`src/rtl/hamming_flit_packetizer_pkg.sv`:
```
// Shared types and constants for the Hamming flit packetizer.
// Holds the Hamming(7,4) encoder used at FIFO write time.
package noc_pkg;

  localparam int FLIT_W   = 8;
  localparam int ADDR_W   = 7;
  localparam int NIBBLE_W = 4;
  localparam int CW_W     = 7;
  localparam int ENTRY_W  = ADDR_W + CW_W;

  localparam logic HEAD_BIT = 1'b1;
  localparam logic BODY_BIT = 1'b0;

  typedef enum logic {
    HEAD = 1'b0,
    BODY = 1'b1
  } ser_state_t;

  typedef struct packed {
    logic [ADDR_W-1:0] addr;
    logic [CW_W-1:0]   cw;
  } entry_t;

  // cw[0] is Hamming position 1; data sits at positions 3,5,6,7
  function automatic logic [CW_W-1:0] hamming74_encode(
    input logic [NIBBLE_W-1:0] nibble
  );
    logic p1;
    logic p2;
    logic p3;
    p1 = nibble[0] ^ nibble[1] ^ nibble[3];
    p2 = nibble[0] ^ nibble[2] ^ nibble[3];
    p3 = nibble[1] ^ nibble[2] ^ nibble[3];
    return {nibble[3], nibble[2], nibble[1], p3,
            nibble[0], p2, p1};
  endfunction

endpackage

```
`src/rtl/hamming_flit_packetizer_if.sv`:
```
// Input nibble handshake and output flit handshake.
// slave faces the packetizer; master faces the driver.
interface hamming_flit_packetizer_if;
  import noc_pkg::*;

  logic                in_valid;
  logic                in_ready;
  logic [NIBBLE_W-1:0] in_data;
  logic [ADDR_W-1:0]   in_addr;
  logic                flit_valid;
  logic                flit_ready;
  logic [FLIT_W-1:0]   flit_out;

  modport slave (
    input  in_valid,
    input  in_data,
    input  in_addr,
    output in_ready,
    output flit_valid,
    output flit_out,
    input  flit_ready
  );

  modport master (
    output in_valid,
    output in_data,
    output in_addr,
    input  in_ready,
    input  flit_valid,
    input  flit_out,
    output flit_ready
  );

endinterface

```
`src/rtl/hamming_flit_packetizer_fifo.sv`:
```
// Synchronous FIFO with occupancy count.
// Push at full and pop at empty are ignored.
module noc_sync_fifo #(
  parameter int WIDTH = 14,
  parameter int DEPTH = 4
) (
  input  logic                     clk,
  input  logic                     rst_n,
  input  logic                     push,
  input  logic                     pop,
  input  logic [WIDTH-1:0]         wdata,
  output logic [WIDTH-1:0]         rdata,
  output logic                     full,
  output logic                     empty,
  output logic [$clog2(DEPTH):0]   count
);

  localparam int AW = $clog2(DEPTH);
  localparam logic [AW:0] CAP = (AW+1)'(DEPTH);

  logic [WIDTH-1:0] mem [DEPTH];
  logic [AW-1:0]    wptr;
  logic [AW-1:0]    rptr;
  logic             do_push;
  logic             do_pop;

  assign full    = (count == CAP);
  assign empty   = (count == '0);
  assign do_push = push && !full;
  assign do_pop  = pop && !empty;
  assign rdata   = mem[rptr];

  // Storage carries no reset; contents are don't-care until written
  always_ff @(posedge clk) begin
    if (do_push) begin
      mem[wptr] <= wdata;
    end
  end

  always_ff @(posedge clk or negedge rst_n) begin
    if (!rst_n) begin
      wptr  <= '0;
      rptr  <= '0;
      count <= '0;
    end else begin
      if (do_push) begin
        wptr <= wptr + 1'b1;
      end
      if (do_pop) begin
        rptr <= rptr + 1'b1;
      end
      unique case ({do_push, do_pop})
        2'b10:   count <= count + 1'b1;
        2'b01:   count <= count - 1'b1;
        default: count <= count;
      endcase
    end
  end

endmodule

```
`src/rtl/hamming_flit_packetizer.sv`:
```
// Encodes nibbles, queues them, and emits head/body flit pairs.
// Outputs are driven only from registered state.
module hamming_flit_packetizer
  import noc_pkg::*;
#(
  parameter int DEPTH = 4,
  parameter int CNT_W = 16
) (
  input  logic                   clk,
  input  logic                   rst_n,
  hamming_flit_packetizer_if.slave bus,
  output logic [$clog2(DEPTH):0] fifo_count,
  output logic [CNT_W-1:0]       pkt_count
);

  entry_t            wr_entry;
  entry_t            rd_entry;
  logic [ENTRY_W-1:0] rd_raw;
  ser_state_t        state;
  ser_state_t        state_nx;
  logic              push;
  logic              pop;
  logic              full;
  logic              empty;
  logic [FLIT_W-1:0] flit;

  assign wr_entry.addr = bus.in_addr;
  assign wr_entry.cw   = hamming74_encode(bus.in_data);
  assign rd_entry      = entry_t'(rd_raw);

  // Full blocks intake even when a pop lands in the same cycle
  assign bus.in_ready   = !full;
  assign push           = bus.in_valid && !full;
  assign bus.flit_valid = !empty;
  assign bus.flit_out   = flit;

  noc_sync_fifo #(
    .WIDTH (ENTRY_W),
    .DEPTH (DEPTH)
  ) u_fifo (
    .clk   (clk),
    .rst_n (rst_n),
    .push  (push),
    .pop   (pop),
    .wdata (wr_entry),
    .rdata (rd_raw),
    .full  (full),
    .empty (empty),
    .count (fifo_count)
  );

  always_comb begin
    state_nx = state;
    pop      = 1'b0;
    flit     = {HEAD_BIT, rd_entry.addr};
    unique case (state)
      HEAD: begin
        if (!empty && bus.flit_ready) begin
          state_nx = BODY;
        end
      end
      BODY: begin
        flit = {BODY_BIT, rd_entry.cw};
        if (!empty && bus.flit_ready) begin
          pop      = 1'b1;
          state_nx = HEAD;
        end
      end
      default: state_nx = HEAD;
    endcase
  end

  always_ff @(posedge clk or negedge rst_n) begin
    if (!rst_n) begin
      state     <= HEAD;
      pkt_count <= '0;
    end else begin
      state <= state_nx;
      if (pop) begin
        pkt_count <= pkt_count + 1'b1;
      end
    end
  end

endmodule

```
`src/flat_wrapper.sv`:
```
// flat-port wrapper written by rule: the top's interface ports become plain ports
module hamming_flit_packetizer_flat import noc_pkg::*;
#(
  parameter int DEPTH = 4,
  parameter int CNT_W = 16
)
  (clk, rst_n, fifo_count, pkt_count, bus_in_valid, bus_in_data, bus_in_addr, bus_in_ready, bus_flit_valid, bus_flit_out, bus_flit_ready);
  hamming_flit_packetizer_if bus_i ();
  input  logic clk;
  input  logic rst_n;
  output logic [$clog2(DEPTH):0] fifo_count;
  output logic [CNT_W-1:0] pkt_count;
  input wire logic [$bits(bus_i.in_valid)-1:0] bus_in_valid;
  input wire logic [$bits(bus_i.in_data)-1:0] bus_in_data;
  input wire logic [$bits(bus_i.in_addr)-1:0] bus_in_addr;
  output wire logic [$bits(bus_i.in_ready)-1:0] bus_in_ready;
  output wire logic [$bits(bus_i.flit_valid)-1:0] bus_flit_valid;
  output wire logic [$bits(bus_i.flit_out)-1:0] bus_flit_out;
  input wire logic [$bits(bus_i.flit_ready)-1:0] bus_flit_ready;
  assign bus_i.in_valid = bus_in_valid;
  assign bus_i.in_data = bus_in_data;
  assign bus_i.in_addr = bus_in_addr;
  assign bus_in_ready = bus_i.in_ready;
  assign bus_flit_valid = bus_i.flit_valid;
  assign bus_flit_out = bus_i.flit_out;
  assign bus_i.flit_ready = bus_flit_ready;
  hamming_flit_packetizer #(.DEPTH(DEPTH), .CNT_W(CNT_W)) u_core (.clk(clk), .rst_n(rst_n), .bus(bus_i), .fifo_count(fifo_count), .pkt_count(pkt_count));
endmodule
```
`config.mk`:
```
export PLATFORM = sky130hd
export DESIGN_NAME = hamming_flit_packetizer_flat
export DESIGN_NICKNAME = d
export VERILOG_FILES = /design/src/rtl/hamming_flit_packetizer_pkg.sv /design/src/rtl/hamming_flit_packetizer_if.sv /design/src/rtl/hamming_flit_packetizer_fifo.sv /design/src/rtl/hamming_flit_packetizer.sv /design/src/flat_wrapper.sv
export SDC_FILE = /design/constraint.sdc
export NUM_CORES = 1
export LEC_CHECK = 0
export BUFFER_PORTS_ARGS = -buffer_cell sky130_fd_sc_hd__buf_4
export CORE_MARGIN = 1
export CORE_UTILIZATION = 55
export CTS_BUF_LIST = sky130_fd_sc_hd__clkbuf_8
export DETAILED_ROUTE_END_ITERATION = 10
export PLACE_DENSITY = 0.8
export SYNTH_ARGS = -nofsm -noshare
export SYNTH_HDL_FRONTEND = slang
export SYNTH_SLANG_ARGS = --single-unit
```
`constraint.sdc`:
```
create_clock -name clk -period 4.3 [get_ports clk]
set_input_delay 0.215 -clock clk [delete_from_list [all_inputs] [get_ports clk]]
set_output_delay 0.215 -clock clk [all_outputs]
set_load 0.05 [all_outputs]
```
==> impl_metrics.toml <==
[outcome]
status = "finished clean"

[pwr]
switching_share_pct = 37.1
p_per_area_nw_per_um2 = 721
p_seq_share_pct = 40.8
p_sw_uw = 1070
leakage_uw = 0.00163
clockPowerShare_pct = 21.3
peakVddDrop_uv = 488
internal_power_uw = 1810
pwr-share-comb_pct = 37.9

[placed_design]
gp_congestion = 0.776
dp_hpwl_um = 3490
portBuffers = 43

[floorplanning]
die_w_um = 80.3
die-area_um2 = 6460
die_h_um = 80.3
core.rowCount = 28
start_util_pct = 57.0
ioPinCount = 44
core_um2 = 5920

[clocking]
cts.htree.levels = 3
post_cts_buffers = 0
cts_made_buffers = 9
clkTransAtPathRegs_ps = 80
cts_tree = "built"
clockBufferDepth = 2
ctsResizeCount = 0
cts_root_buf = "clkbuf_8"
cts_sinks = 80
insertion_delay_ps = 340
cts_hold_buf = 1

[timing]
hold_violations = 0
tightest_slew_ps = 777
whs_ps = 70.5
clock_skew_ps = 5.42
drv_slew = 0
rsz0062_at_grt = "no"
period_share_pct = 58.8
fin_crit_ps = 2530
max_slew_margin_pct = 48.2
fin_tns_setup_ps = 0
setup_viol = 0
max_freq_mhz = 396

[setup_path]
critical_path_arrival_ps = 2310
cp-start-kind = "flip-flop"
r2r-start = "u_core.state"
crit_fanout = 15
worstReg2RegEnd = "u_core.u_fifo.count[2]"
crit_start = "u_core.u_fifo.rptr[1]"
crit_path_end_kind = "output pin"
path_cells = "mux4_1, mux2_2, buf_4"
endpoint = "bus_flit_out[2]"
crit_slowest_cell = "dfrtp_1"
r2r_cells = 8
crit_buf_inv = 1
r2r_slack_ps = 1830
worstSetupPathType = "flip-flop to output pin"
cp.depth = 3
crit_path_max_incr_delay_ps = 850
crit_family = "multiplexers"
crit_required_ps = 4090

[detailed_routing]
wire_per_inst_um = 17.1
drc_errors = 0
drtIter0Drc = 83
postRouteAntennaNets = 0
vias_per_cell = 5.56
vias = 1769
drt_pre_antenna_iters = 4
drt-total-wl_um = 5440

[synthesis]
seq_area_frac_synth_pct = 67.6
dominantRegCellSynth = "edfxtp_1"
syn-num-nets = 211
synthCells = 188
synth_edf_count = 56
synth_cell_types = 26
syn_area_per_cell_um2 = 18.0
ys_ff_latch = 80
async_flop_share_pct = 30.0
synth_area_um2 = 3380
yosysWarnings = 0

[global_route]
grt_antenna_before_repair = 0
gr-total-overflow = 0
grt_pass1_wl_um = 8450
grt_max_degree = 25
grt_pass1_vias = 1699
grt_use_total_pct = 18.6

[run]
maxCapViolations = 0

[cells_and_area]
area_growth_pct = 18.3
fillCellCount = 402
antenna_cells = 0
layout.nets = 261
drive_above_1_share_pct = 28.4

[worst_hold_path]
hp-start = "bus_in_addr[0]"
hold_class = "primary input to flip-flop"
[cell families (layout without fill, tap and decap cells)]
group / count (synthesis) / count (layout) / share of synthesized area [%]
xor gates and xnor gates: 26 / 26 / 6.75
AOI/OAI and AO/OA: 1 / 1 / 0.259
buffers and inverters: 14 / 69 / 2.30
DFF: 80 / 80 / 67.6
muxes: 24 / 24 / 14.2
and+or+nand+nor: 35 / 35 / 5.71
adders and majority gates: 8 / 8 / 3.19
[power by group through the flow]
stage,sequential (uW),combinational (uW),clock [uW]
final,1180,1090,615
after global routing,1200,1160,655
after CTS,1180,1100,619
after detailed placement,1200,1100,0
after global placement,1190,1080,0
after floorplan,1240,772,0
[cell type report]
class / count / area, um^2 / share of cell area, %
sequential: 80 / 2280 / 57.1
clock inverter: 1 / 30.0 / 0.752
tap: 75 / 93.8 / 2.35
multi-input combinational: 94 / 1020 / 25.4
clock buffer: 15 / 206 / 5.17
timing repair buffer: 44 / 333 / 8.33
inverter: 9 / 33.8 / 0.846
[registers in the layout (all words and copies together), names as in the netlist]
signal	cells
u_core.u_fifo.wptr	2
u_core.u_fifo.rptr	2
u_core.u_fifo.count	3
u_core.u_fifo.mem	56
u_core.pkt_count	16
u_core.state	1
[worst register-to-register path: stages (launching register included)]
cell	delay (ps)
dfrtp_1	720
ha_1	390
o31a_1	260
ha_1	200
inv_1	60
fa_1	370
xor2_1	150
nor2_1	110
xor2_1	140
[cell usage after synthesis (2+ instances only)]
| cell type | instances | area share, % |
|---|---|---|
| nor3_1 | 3 | 0.44 |
| inv_1 | 9 | 1.0 |
| ha_1 | 7 | 2.6 |
| nand2_1 | 5 | 0.56 |
| nor2_1 | 4 | 0.44 |
| dfrtp_1 | 24 | 18 |
| and3_1 | 4 | 0.74 |
| nand3_1 | 4 | 0.59 |
| mux4_1 | 14 | 11 |
| nand4_1 | 6 | 1.1 |
| nor4_1 | 5 | 0.93 |
| edfxtp_1 | 56 | 50 |
| xor2_1 | 13 | 3.4 |
| xnor2_1 | 13 | 3.4 |
| clkbuf_1 | 2 | 0.22 |
| mux2_2 | 9 | 3.0 |
[stage by stage]
stage | power, uW | instances | cell area [um^2] | setup WS (ps) | utilization, %
final | 2880 | 318 | 4000 | 1770 | 67.5
after global routing | 3020 | 318 | 4000 | 1550 | 67.5
after CTS | 2910 | 318 | 4000 | 1740 | 67.5
after detailed placement | 2290 | 301 | 3750 | 1800 | 63.3
after global placement | 2260 | 301 | 3750 | 1830 | 63.3
after floorplan | 2010 | 188 | 3380 | 1410 | -
[layout by cell type (no fill, tap or decap), types with 5 or more instances in the layout]
cell type	count
xor2_1	13
edfxtp_1	56
nand4_1	6
nand2_1	5
mux2_2	9
mux4_1	14
ha_1	7
clkbuf_8	15
nor4_1	5
dfrtp_1	24
xnor2_1	13
inv_1	9
buf_4	43
[layer usage]
layer | wire (um) | share of wire [%] | up-vias | GRT usage [%]
met4 | 104 | 1.9 | 0 | 9.64
met1 | 2420 | 44 | 901 | 23.8
met2 | 2750 | 51 | 36 | 30.1
met3 | 167 | 3.1 | 9 | 3.75
li1 | - | - | 823 | -
met5 | 0 | 0 | - | 0
[worst min path at each step]
stage | end | slack [ps] | depth (start not counted)
floorplan | u_core.pkt_count[0] | -80 | 0
global placement | u_core.pkt_count[14] | 130 | 1
detailed placement | u_core.pkt_count[13] | 140 | 1
CTS | u_core.u_fifo.mem[2][7] | 60 | 1
global route | u_core.u_fifo.mem[2][7] | 50 | 1
finish | u_core.u_fifo.mem[2][7] | 70 | 1
(Power assumes the default switching activity.)
